===== src/rtl/otter_cu_fsm_decoder.sv =====
// OTTER control unit: multicycle FSM merged with the instruction decoder.
// Optional ENC_WAIT timeout watchdog compiled in with `define CU_ENC_TIMEOUT_EN.
module otter_cu_fsm_decoder #(
    parameter int unsigned IRQ_W       = 4,
    parameter int unsigned PCSRC_W     = 4,
    parameter int unsigned ENC_TIMEOUT = 64
) (
    input  logic               CLK,
    input  logic               RST_N,
    input  logic [6:0]         CU_OPCODE,
    input  logic [2:0]         CU_FUNC3,
    input  logic [6:0]         CU_FUNC7,
    input  logic               CU_BR_EQ,
    input  logic               CU_BR_LT,
    input  logic               CU_BR_LTU,
    input  logic [IRQ_W-1:0]   CU_IRQ,
    input  logic [IRQ_W-1:0]   CU_IRQ_MASK,
    input  logic               CU_MIE,
    input  logic               CU_ENC_DONE,
    output logic               CU_PC_WRITE,
    output logic               CU_REG_WRITE,
    output logic               CU_MEM_WE,
    output logic               CU_MEM_RDEN1,
    output logic               CU_MEM_RDEN2,
    output logic               CU_CSR_WE,
    output logic               CU_ENC_START,
    output logic               CU_INT_TAKEN,
    output logic [((IRQ_W > 1) ? $clog2(IRQ_W) : 1)-1:0] CU_INT_CAUSE,
    output logic               CU_ILLEGAL,
    output logic               CU_ENC_ERR,
    output logic               CU_ALU_SRCA,
    output logic [1:0]         CU_ALU_SRCB,
    output logic [3:0]         CU_ALU_FUN,
    output logic [1:0]         CU_RF_WR_SEL,
    output logic [PCSRC_W-1:0] CU_PCSOURCE
);

    localparam int unsigned CAUSE_W = (IRQ_W > 1) ? $clog2(IRQ_W) : 1;

    localparam logic [6:0] OPC_LUI    = 7'b0110111;
    localparam logic [6:0] OPC_AUIPC  = 7'b0010111;
    localparam logic [6:0] OPC_JAL    = 7'b1101111;
    localparam logic [6:0] OPC_JALR   = 7'b1100111;
    localparam logic [6:0] OPC_BRANCH = 7'b1100011;
    localparam logic [6:0] OPC_LOAD   = 7'b0000011;
    localparam logic [6:0] OPC_STORE  = 7'b0100011;
    localparam logic [6:0] OPC_OP_IMM = 7'b0010011;
    localparam logic [6:0] OPC_OP     = 7'b0110011;
    localparam logic [6:0] OPC_SYSTEM = 7'b1110011;
    localparam logic [6:0] OPC_ENCRY  = 7'b0011100;

    typedef enum logic [2:0] {
        ST_FETCH    = 3'd0,
        ST_EXEC     = 3'd1,
        ST_WB       = 3'd2,
        ST_ENC_WAIT = 3'd3,
        ST_INTR     = 3'd4
    } state_t;

    state_t state, state_nxt;

    logic               br_taken_c;
    logic [2:0]         pcsrc_c;
    logic [IRQ_W-1:0]   irq_act_c;
    logic               pending_c;
    logic [CAUSE_W-1:0] cause_c;

    logic pc_write_c, reg_write_c, mem_we_c, rden1_c, rden2_c, csr_we_c;
    logic enc_start_c, int_taken_c, illegal_c, enc_err_c;
    logic enc_wait_exit_c;

    // Only f7[5] carries meaning for this ISA subset.
    logic unused_func7;
    assign unused_func7 = ^{CU_FUNC7[6], CU_FUNC7[4:0]};

    // Branch condition from func3 and the comparator flags
    always_comb begin
        br_taken_c = 1'b0;
        case (CU_FUNC3)
            3'b000:  br_taken_c = CU_BR_EQ;
            3'b001:  br_taken_c = ~CU_BR_EQ;
            3'b100:  br_taken_c = CU_BR_LT;
            3'b101:  br_taken_c = ~CU_BR_LT;
            3'b110:  br_taken_c = CU_BR_LTU;
            3'b111:  br_taken_c = ~CU_BR_LTU;
            default: br_taken_c = 1'b0;
        endcase
    end

    // Datapath mux/ALU decode, combinational in every state
    always_comb begin
        CU_ALU_FUN   = 4'b0000;
        CU_ALU_SRCA  = 1'b0;
        CU_ALU_SRCB  = 2'd0;
        CU_RF_WR_SEL = 2'd3;
        pcsrc_c      = 3'd0;
        case (CU_OPCODE)
            OPC_OP:     CU_ALU_FUN = {CU_FUNC7[5], CU_FUNC3};
            OPC_OP_IMM: begin
                CU_ALU_FUN  = (CU_FUNC3 == 3'b101) ? {CU_FUNC7[5], CU_FUNC3} : {1'b0, CU_FUNC3};
                CU_ALU_SRCB = 2'd1;
            end
            OPC_LUI: begin
                CU_ALU_FUN  = 4'b1001;
                CU_ALU_SRCA = 1'b1;
            end
            OPC_AUIPC: begin
                CU_ALU_SRCA = 1'b1;
                CU_ALU_SRCB = 2'd3;
            end
            OPC_SYSTEM: begin
                CU_ALU_FUN   = 4'b1001;
                CU_RF_WR_SEL = 2'd1;
                if (CU_FUNC3 == 3'b000) pcsrc_c = 3'd5;
            end
            OPC_JAL: begin
                CU_RF_WR_SEL = 2'd0;
                pcsrc_c      = 3'd3;
            end
            OPC_JALR: begin
                CU_ALU_SRCB  = 2'd1;
                CU_RF_WR_SEL = 2'd0;
                pcsrc_c      = 3'd1;
            end
            OPC_LOAD: begin
                CU_ALU_SRCB  = 2'd1;
                CU_RF_WR_SEL = 2'd2;
            end
            OPC_STORE:  CU_ALU_SRCB = 2'd2;
            OPC_BRANCH: pcsrc_c = br_taken_c ? 3'd2 : 3'd0;
            default: ;
        endcase
    end

    // Interrupt trap redirects the PC regardless of the current instruction
    assign CU_PCSOURCE = (state == ST_INTR) ? PCSRC_W'(3'd4) : PCSRC_W'(pcsrc_c);

    // Pending request and lowest-index priority encoding of active lines
    assign irq_act_c = CU_IRQ & CU_IRQ_MASK;
    assign pending_c = CU_MIE & (|irq_act_c);

    always_comb begin
        cause_c = '0;
        for (int i = int'(IRQ_W) - 1; i >= 0; i--) begin
            if (irq_act_c[i]) cause_c = CAUSE_W'(i);
        end
    end

`ifdef CU_ENC_TIMEOUT_EN
    localparam int unsigned TO_W = (ENC_TIMEOUT > 2) ? $clog2(ENC_TIMEOUT) : 1;
    localparam logic [TO_W-1:0] TO_LAST = TO_W'(ENC_TIMEOUT - 1);

    logic [TO_W-1:0] enc_cnt;
    logic            enc_expired_c;

    assign enc_expired_c = (enc_cnt == TO_LAST);

    // ENC_WAIT cycle counter, cleared on entry
    always_ff @(posedge CLK or negedge RST_N) begin
        if (!RST_N) begin
            enc_cnt <= '0;
        end else if (state == ST_EXEC && state_nxt == ST_ENC_WAIT) begin
            enc_cnt <= '0;
        end else if (state == ST_ENC_WAIT) begin
            enc_cnt <= enc_cnt + TO_W'(1);
        end
    end
`else
    logic unused_enc_cfg;
    assign unused_enc_cfg = ^32'(ENC_TIMEOUT);
`endif

    // State register
    always_ff @(posedge CLK or negedge RST_N) begin
        if (!RST_N) state <= ST_FETCH;
        else        state <= state_nxt;
    end

    // Interrupt cause latched on trap entry
    always_ff @(posedge CLK or negedge RST_N) begin
        if (!RST_N)                CU_INT_CAUSE <= '0;
        else if (state == ST_INTR) CU_INT_CAUSE <= cause_c;
    end

    // Next-state and strobe generation
    always_comb begin
        state_nxt       = state;
        pc_write_c      = 1'b0;
        reg_write_c     = 1'b0;
        mem_we_c        = 1'b0;
        rden1_c         = 1'b0;
        rden2_c         = 1'b0;
        csr_we_c        = 1'b0;
        enc_start_c     = 1'b0;
        int_taken_c     = 1'b0;
        illegal_c       = 1'b0;
        enc_err_c       = 1'b0;
        enc_wait_exit_c = 1'b0;
        case (state)
            ST_FETCH: begin
                rden1_c   = 1'b1;
                state_nxt = ST_EXEC;
            end
            ST_EXEC: begin
                pc_write_c = 1'b1;
                state_nxt  = pending_c ? ST_INTR : ST_FETCH;
                case (CU_OPCODE)
                    OPC_LUI, OPC_AUIPC, OPC_JAL, OPC_JALR, OPC_OP, OPC_OP_IMM:
                        reg_write_c = 1'b1;
                    OPC_SYSTEM: begin
                        reg_write_c = (CU_FUNC3 != 3'b000);
                        csr_we_c    = (CU_FUNC3 != 3'b000);
                    end
                    OPC_STORE:  mem_we_c = 1'b1;
                    OPC_BRANCH: ;
                    OPC_LOAD: begin
                        pc_write_c = 1'b0;
                        rden2_c    = 1'b1;
                        state_nxt  = ST_WB;
                    end
                    OPC_ENCRY: begin
                        pc_write_c  = 1'b0;
                        enc_start_c = 1'b1;
                        state_nxt   = ST_ENC_WAIT;
                    end
                    default: illegal_c = 1'b1;
                endcase
            end
            ST_WB: begin
                reg_write_c = 1'b1;
                pc_write_c  = 1'b1;
                state_nxt   = pending_c ? ST_INTR : ST_FETCH;
            end
            ST_ENC_WAIT: begin
                if (CU_ENC_DONE) begin
                    enc_wait_exit_c = 1'b1;
                end
`ifdef CU_ENC_TIMEOUT_EN
                else if (enc_expired_c) begin
                    enc_wait_exit_c = 1'b1;
                    enc_err_c       = 1'b1;
                end
`endif
                if (enc_wait_exit_c) begin
                    pc_write_c = 1'b1;
                    state_nxt  = pending_c ? ST_INTR : ST_FETCH;
                end
            end
            ST_INTR: begin
                int_taken_c = 1'b1;
                pc_write_c  = 1'b1;
                state_nxt   = ST_FETCH;
            end
            default: state_nxt = ST_FETCH;
        endcase
    end

    // Strobes are held low for the whole time reset is asserted
    assign CU_PC_WRITE  = pc_write_c  & RST_N;
    assign CU_REG_WRITE = reg_write_c & RST_N;
    assign CU_MEM_WE    = mem_we_c    & RST_N;
    assign CU_MEM_RDEN1 = rden1_c     & RST_N;
    assign CU_MEM_RDEN2 = rden2_c     & RST_N;
    assign CU_CSR_WE    = csr_we_c    & RST_N;
    assign CU_ENC_START = enc_start_c & RST_N;
    assign CU_INT_TAKEN = int_taken_c & RST_N;
    assign CU_ILLEGAL   = illegal_c   & RST_N;
    assign CU_ENC_ERR   = enc_err_c   & RST_N;

endmodule


===== config.mk =====
export PLATFORM = sky130hd
export DESIGN_NAME = otter_cu_fsm_decoder
export DESIGN_NICKNAME = d
export VERILOG_FILES = /design/src/rtl/otter_cu_fsm_decoder.sv
export SDC_FILE = /design/constraint.sdc
export NUM_CORES = 1
export LEC_CHECK = 0
export BUFFER_PORTS_ARGS = -buffer_cell sky130_fd_sc_hd__buf_2
export CELL_PAD_IN_SITES_DETAIL_PLACEMENT = 1
export CELL_PAD_IN_SITES_GLOBAL_PLACEMENT = 1
export CORE_UTILIZATION = 23
export CTS_BUF_LIST = sky130_fd_sc_hd__clkbuf_16
export DETAILED_ROUTE_END_ITERATION = 7
export PLACE_DENSITY = 0.84
export SYNTH_ARGS = -nofsm -noshare
export SYNTH_HDL_FRONTEND = slang
export SYNTH_SLANG_ARGS = --single-unit

===== constraint.sdc =====
create_clock -name CLK -period 1.4 [get_ports CLK]
set_input_delay 0.28 -clock CLK [delete_from_list [all_inputs] [get_ports CLK]]
set_output_delay 0.28 -clock CLK [all_outputs]
set_load 0.01 [all_outputs]

Word-level counts from Yosys, hierarchy flattened
Cells that the tools add are included.
{ "op_classes": {"add_sub_neg": 0, "mul": 0, "n_div": 0, "magnitude_cmp": 0, "eq_ne": 21, "shifts": 0, "n_mux": 37, "bitwise": 14, "n_reduce_logical": 12} }
{ "ops": {"columns": ["op", "n"], "rows": [
  ["7-bit equality test (second input constant)", 4],
  ["3-bit one-hot mux with 4 select lines", 2],
  ["7-bit by 5-bit equality test with 1-bit output (second input constant)", 3],
  ["7-bit by 6-bit equality test with 1-bit output (second input constant)", 3],
  ["1-bit two-way mux", 17],
  ["3-bit equality test (second input constant)", 5],
  ["3-bit two-way mux", 4],
  ["2-bit one-hot mux with 3 select lines", 2],
  ["4-bit one-hot mux with 3 select lines", 1],
  ["11-bit OR reduction", 1],
  ["1-bit bitwise AND", 10],
  ["2-bit two-way mux", 5],
  ["2-bit OR reduction", 5],
  ["7-bit by 2-bit equality test with 1-bit output (second input constant)", 1],
  ["3-bit by 1-bit equality test with 1-bit output (second input constant)", 2],
  ["3-bit by 2-bit equality test with 1-bit output (second input constant)", 2],
  ["3-bit logical NOT", 2],
  ["1-bit one-hot mux with 6 select lines", 1],
  ["3-bit one-hot mux with 2 select lines", 1],
  ["6-bit OR reduction", 1],
  ["4-bit bitwise AND", 1],
  ["4-bit two-way mux", 1],
  ["1-bit one-hot mux with 2 select lines", 2],
  ["4-bit OR reduction", 1],
  ["5 further kinds", 7]
]} }
{ "totals": {"register_bits": 5, "latch_bits": 0, "mem_bits_rw": 0, "romBits": 0, "in_bits": 32, "out_inout_bits": 25, "wordCells": 86, "memories": 0} }

Logic depth before layout (Yosys ltp)
{ "logic_depth": {"word_depth": 6, "mapped_depth": 5, "mapped_depth_nobuf": 4} }

Worst setup path before layout
Ideal clock, no wire load.
{ "synth_timing": {"path_kind": "register to output", "startpoint": "register state[1]", "endpoint": "output port CU_MEM_RDEN2", "t_arrival_ns": 1.325, "t_required_ns": 1.120, "slack_ns": -0.205, "stages_incl_launch_ff": 6, "n_path_buf": 1, "cell_sequence": "dfrtp_1 buf_2 nand2b_1 nor2_1 nand2_1 nor4b_1"} }
{ "synth_via": {"elab_chain_cells": 3} }
{ "synth_rtl": {"columns": ["element", "line_no", "rtl"], "rows": [
  ["start, declared", "60", "state_t state, state_nxt;"],
  ["start signal, assigned", "176", "else state <= state_nxt;"],
  ["3-bit by 1-bit equality test with 1-bit output", "199", "case (state)"],
  ["1-bit two-way mux", "199", null],
  ["1-bit bitwise AND", "263", "assign CU_MEM_RDEN2 = rden2_c & RST_N;"],
  ["end, declared", "24", "output logic CU_MEM_RDEN2,"]
]} }
No other way between the ends.

Worst setup path after layout
{ "layout_timing": {"startpoint": "register state[1]", "endpoint": "output port CU_PCSOURCE[1]"} }
{ "layout_via": {"elab_chain_cells": 2} }
{ "layout_rtl": {"columns": ["element", "line_no", "rtl"], "rows": [
  ["3-bit equality test", "136", "assign CU_PCSOURCE = (state == ST_INTR) ? PCSRC_W'(3'd4) : PCSRC_W'(pcsrc_c);"],
  ["3-bit two-way mux", "136", null],
  ["end, declared", "35", "output logic [PCSRC_W-1:0] CU_PCSOURCE"]
]} }
No other way between the ends.

==> results by group <==
Synthesis
  – Async set-or-reset flop fraction in the synthesized netlist: 100.0%
  – Register area share after synthesis: 16.26%
  – Cell Area, Synth: 769.5 um2
  – YS warnings: 0
  – Main synth FF type: dfrtp_1
  – Unique masters post-synth: 43
  – Post-synth EDFFs: 0
  – Area leader, netlist: dfrtp_1
  – Synth cell count leaders: nand2_1, nor2_1, a21oi_1
  – Yosys reg bits: 5
  – Syn Area/Cell: 6.870 um2
  – Syn Inst Count: 112
  – Largest cells by area after synthesis: dfrtp_1, nand2_1, nor2_1
  – Share of the synthesized area in the top cell type: 16.26%

Finish
  – Share of layout cells above drive strength 1: 72.46%
  – Finished Core Util: 59.23%
  – Diode count: 0
  – FILL cells: 388
  – Area delta synth->final: 138.9%
  – Post-Layout Cell Count: 251
  – NumNets Final: 240

Detailed routing
  – DRT Wirelength: 4.726 mm
  – DR vias: 1327
  – # DRC: 0
  – TritonRoute pass-1 iters: 4
  – Iter 0 DRT Violations: 39
  – Vias per inst: 5.287
  – Antenna violation net count after detailed routing: 0
  – Avg WL per Cell: 18.83 um

Timing
  – Period utilization: 120.8%
  – Fin crit period: 1692 ps
  – Fmax: 0.5911 GHz
  – RSZ-0062 raised after global routing: true
  – Final hold slack: 4.649 ps
  – Final hold violations: 0
  – Setup Skew: 3.294 ps
  – Final WS setup: -291.7 ps
  – Max Slew Vio Count: 0
  – Final Setup Violations: 17

Clocking
  – Root buffer cell: clkbuf_16
  – Clock sinks: 5
  – H-Tree Depth: 1
  – Worst-Skew Late Latency: 230 ps
  – Clock Path Buffers: 2
  – Cts hold-fix bufs: 0
  – CTS tree: done
  – Total clock buffers created by CTS: 3
  – Clock edge transition at the registers on the reported setup and hold paths: 30 ps

GRT
  – Vias in the first global route: 1357
  – First-pass GRT wire length: 6.334 mm
  – Total grt overflow: 0
  – Largest net degree at the start of global routing: 8
  – GRT Overall Usage: 23.90%
  – Initial antenna violation count: 0

Setup path
  – Crit path max fanout: 3
  – Startpoint types: flip-flop
  – Setup CP Type: reg -> out
  – Arr. time, crit path: 1410 ps
  – Endpoint class of the critical path: output pin
  – Worst path required time: 1120 ps

Pwr
  – Internal power: 1022 uW
  – Clock power share: 28.5%
  – Pleak: 0.0008751 uW
  – Power after layout: 1599 uW
  – Max VDD drop: 0.001324 V
  – Switching fraction of total power: 36.12%
  – Gate power share: 55.8%
  – Seq pwr share: 15.7%
  – Switching pwr: 577.6 uW
  – Pwr Density: 870.1 nW/um2

Die
  – Die Y: 59.84 um
  – Initial Util: 24.80%
  – Core Footprint: 3103 um2
  – Floorplan row count: 20
  – I/O pin total: 57
  – Die width: 59.84 um
  – Die area: 3581 um2

Run status
  – Status: complete, but fails checks
  – Failing checks: setup timing

Place
  – Routability cong.: 0.7932
  – Placement Setup Slack: -251.2 ps
  – Post-DP HPWL: 2.680 mm
  – Port Buffers: 48
  – DP Cell Count: 236

Run
  – Max Cap Viol: 0

Hold path
  – Hold Crit Class: in -> async
## worst max-delay path: stages, from the launching register on
cell,delay (ps)
dfrtp_1,360
buf_4,140
nor2_4,40
buf_4,140
nand2_2,70
nand4_1,160
a21oi_2,140
buf_2,130
## routing by layer
metal	vias up	wire, um	GRT usage, %
met1	644	1760	25.85
met4	0	251	11.63
li1	603	-	-
met3	23	175	4.762
met5	-	0	0
met2	57	2539	43.81
## sequential cells by signal, indices dropped and copies added, names as in the netlist
signal and count:
CU_INT_CAUSE 2, state 3
## kinds of logic (layout without fill, tap and decap cells)
family | count (synthesis) | count (layout) | share of synthesized area (%)
muxes | 2 | 2 | 2.927
buffers and inverters | 11 | 105 | 8.455
xor gates and xnor gates | 1 | 1 | 1.138
and+or+nand+nor | 63 | 63 | 43.58
AOI/OAI and AO/OA | 29 | 29 | 27.16
DFF | 5 | 5 | 16.26
other | 1 | 2 | 0.4873
## through the flow
stage          cell area (um2)  setup TNS, ps
2_1_floorplan            823.3         -177.8
3_3_place_gp              1363          -1869
3_5_place_dp              1363          -2214
4_1_cts                   1679          -2708
5_1_grt                   1838          -4085
6_report                  1838          -3375
## worst paths after layout
check	start	endpoint	slack (ps)	cells past startpoint
max in group asynchronous	RST_N	state[0]	1270	2
min in group CLK	CU_MIE	state[2]	290	2
min reg2reg	CU_INT_CAUSE[0]	CU_INT_CAUSE[0]	520	1
max	state[1]	CU_PCSOURCE[1]	-290	7
max reg2reg	state[1]	CU_INT_CAUSE[0]	80	7
min	RST_N	state[1]	5	2
## layout by cell type, fill, tap and decap left out, types with 2 or more instances in the layout
cell type / netlist / layout
buf_8: 0 / 3
and3_4: 0 / 2
nor2_2: 0 / 3
inv_1: 3 / 2
buf_4: 3 / 34
conb_1: 1 / 2
a22oi_1: 4 / 3
nor2_1: 15 / 6
dfrtp_1: 5 / 4
buf_6: 1 / 20
nand2_4: 0 / 2
clkbuf_16: 0 / 3
nor4_2: 1 / 3
a21oi_2: 0 / 3
nor2_4: 0 / 6
nand2_1: 15 / 11
nand2b_4: 0 / 3
and3_1: 6 / 4
a21oi_1: 7 / 4
and3b_1: 2 / 2
mux2_2: 2 / 2
nand2_2: 0 / 2
nor3_2: 1 / 5
a31o_2: 2 / 2
o21ai_0: 4 / 3
buf_2: 4 / 40
nor3_1: 6 / 2
## cell type report
type                       count  area [um2]  area share [%]
timing repair buffer          98       745.7           40.57
clock buffer                   3       75.07           4.084
clock inverter                 1       3.754          0.2042
tap                           44       55.05           2.995
multi-input combinational     97       818.3           44.52
sequential                     5       126.4           6.875
inverter                       3       13.76          0.7488
## power by group through the flow
stage	combinational (uW)	sequential (uW)	clock [uW]
2_1_floorplan	303	244	0
3_3_place_gp	627	233	0
3_5_place_dp	646	238	0
4_1_cts	762	249	466
5_1_grt	946	258	475
6_report	892	252	455
## what timing repair did
item | CTS | global route
pin swaps | 15 | 17
gates resized for setup | 52 | 32
buffers inserted | 7 | 4
setup endpoints to repair | 22 | 22
hold endpoints to repair | 0 | 0
Note: power is estimated with default switching activity, not from simulation.
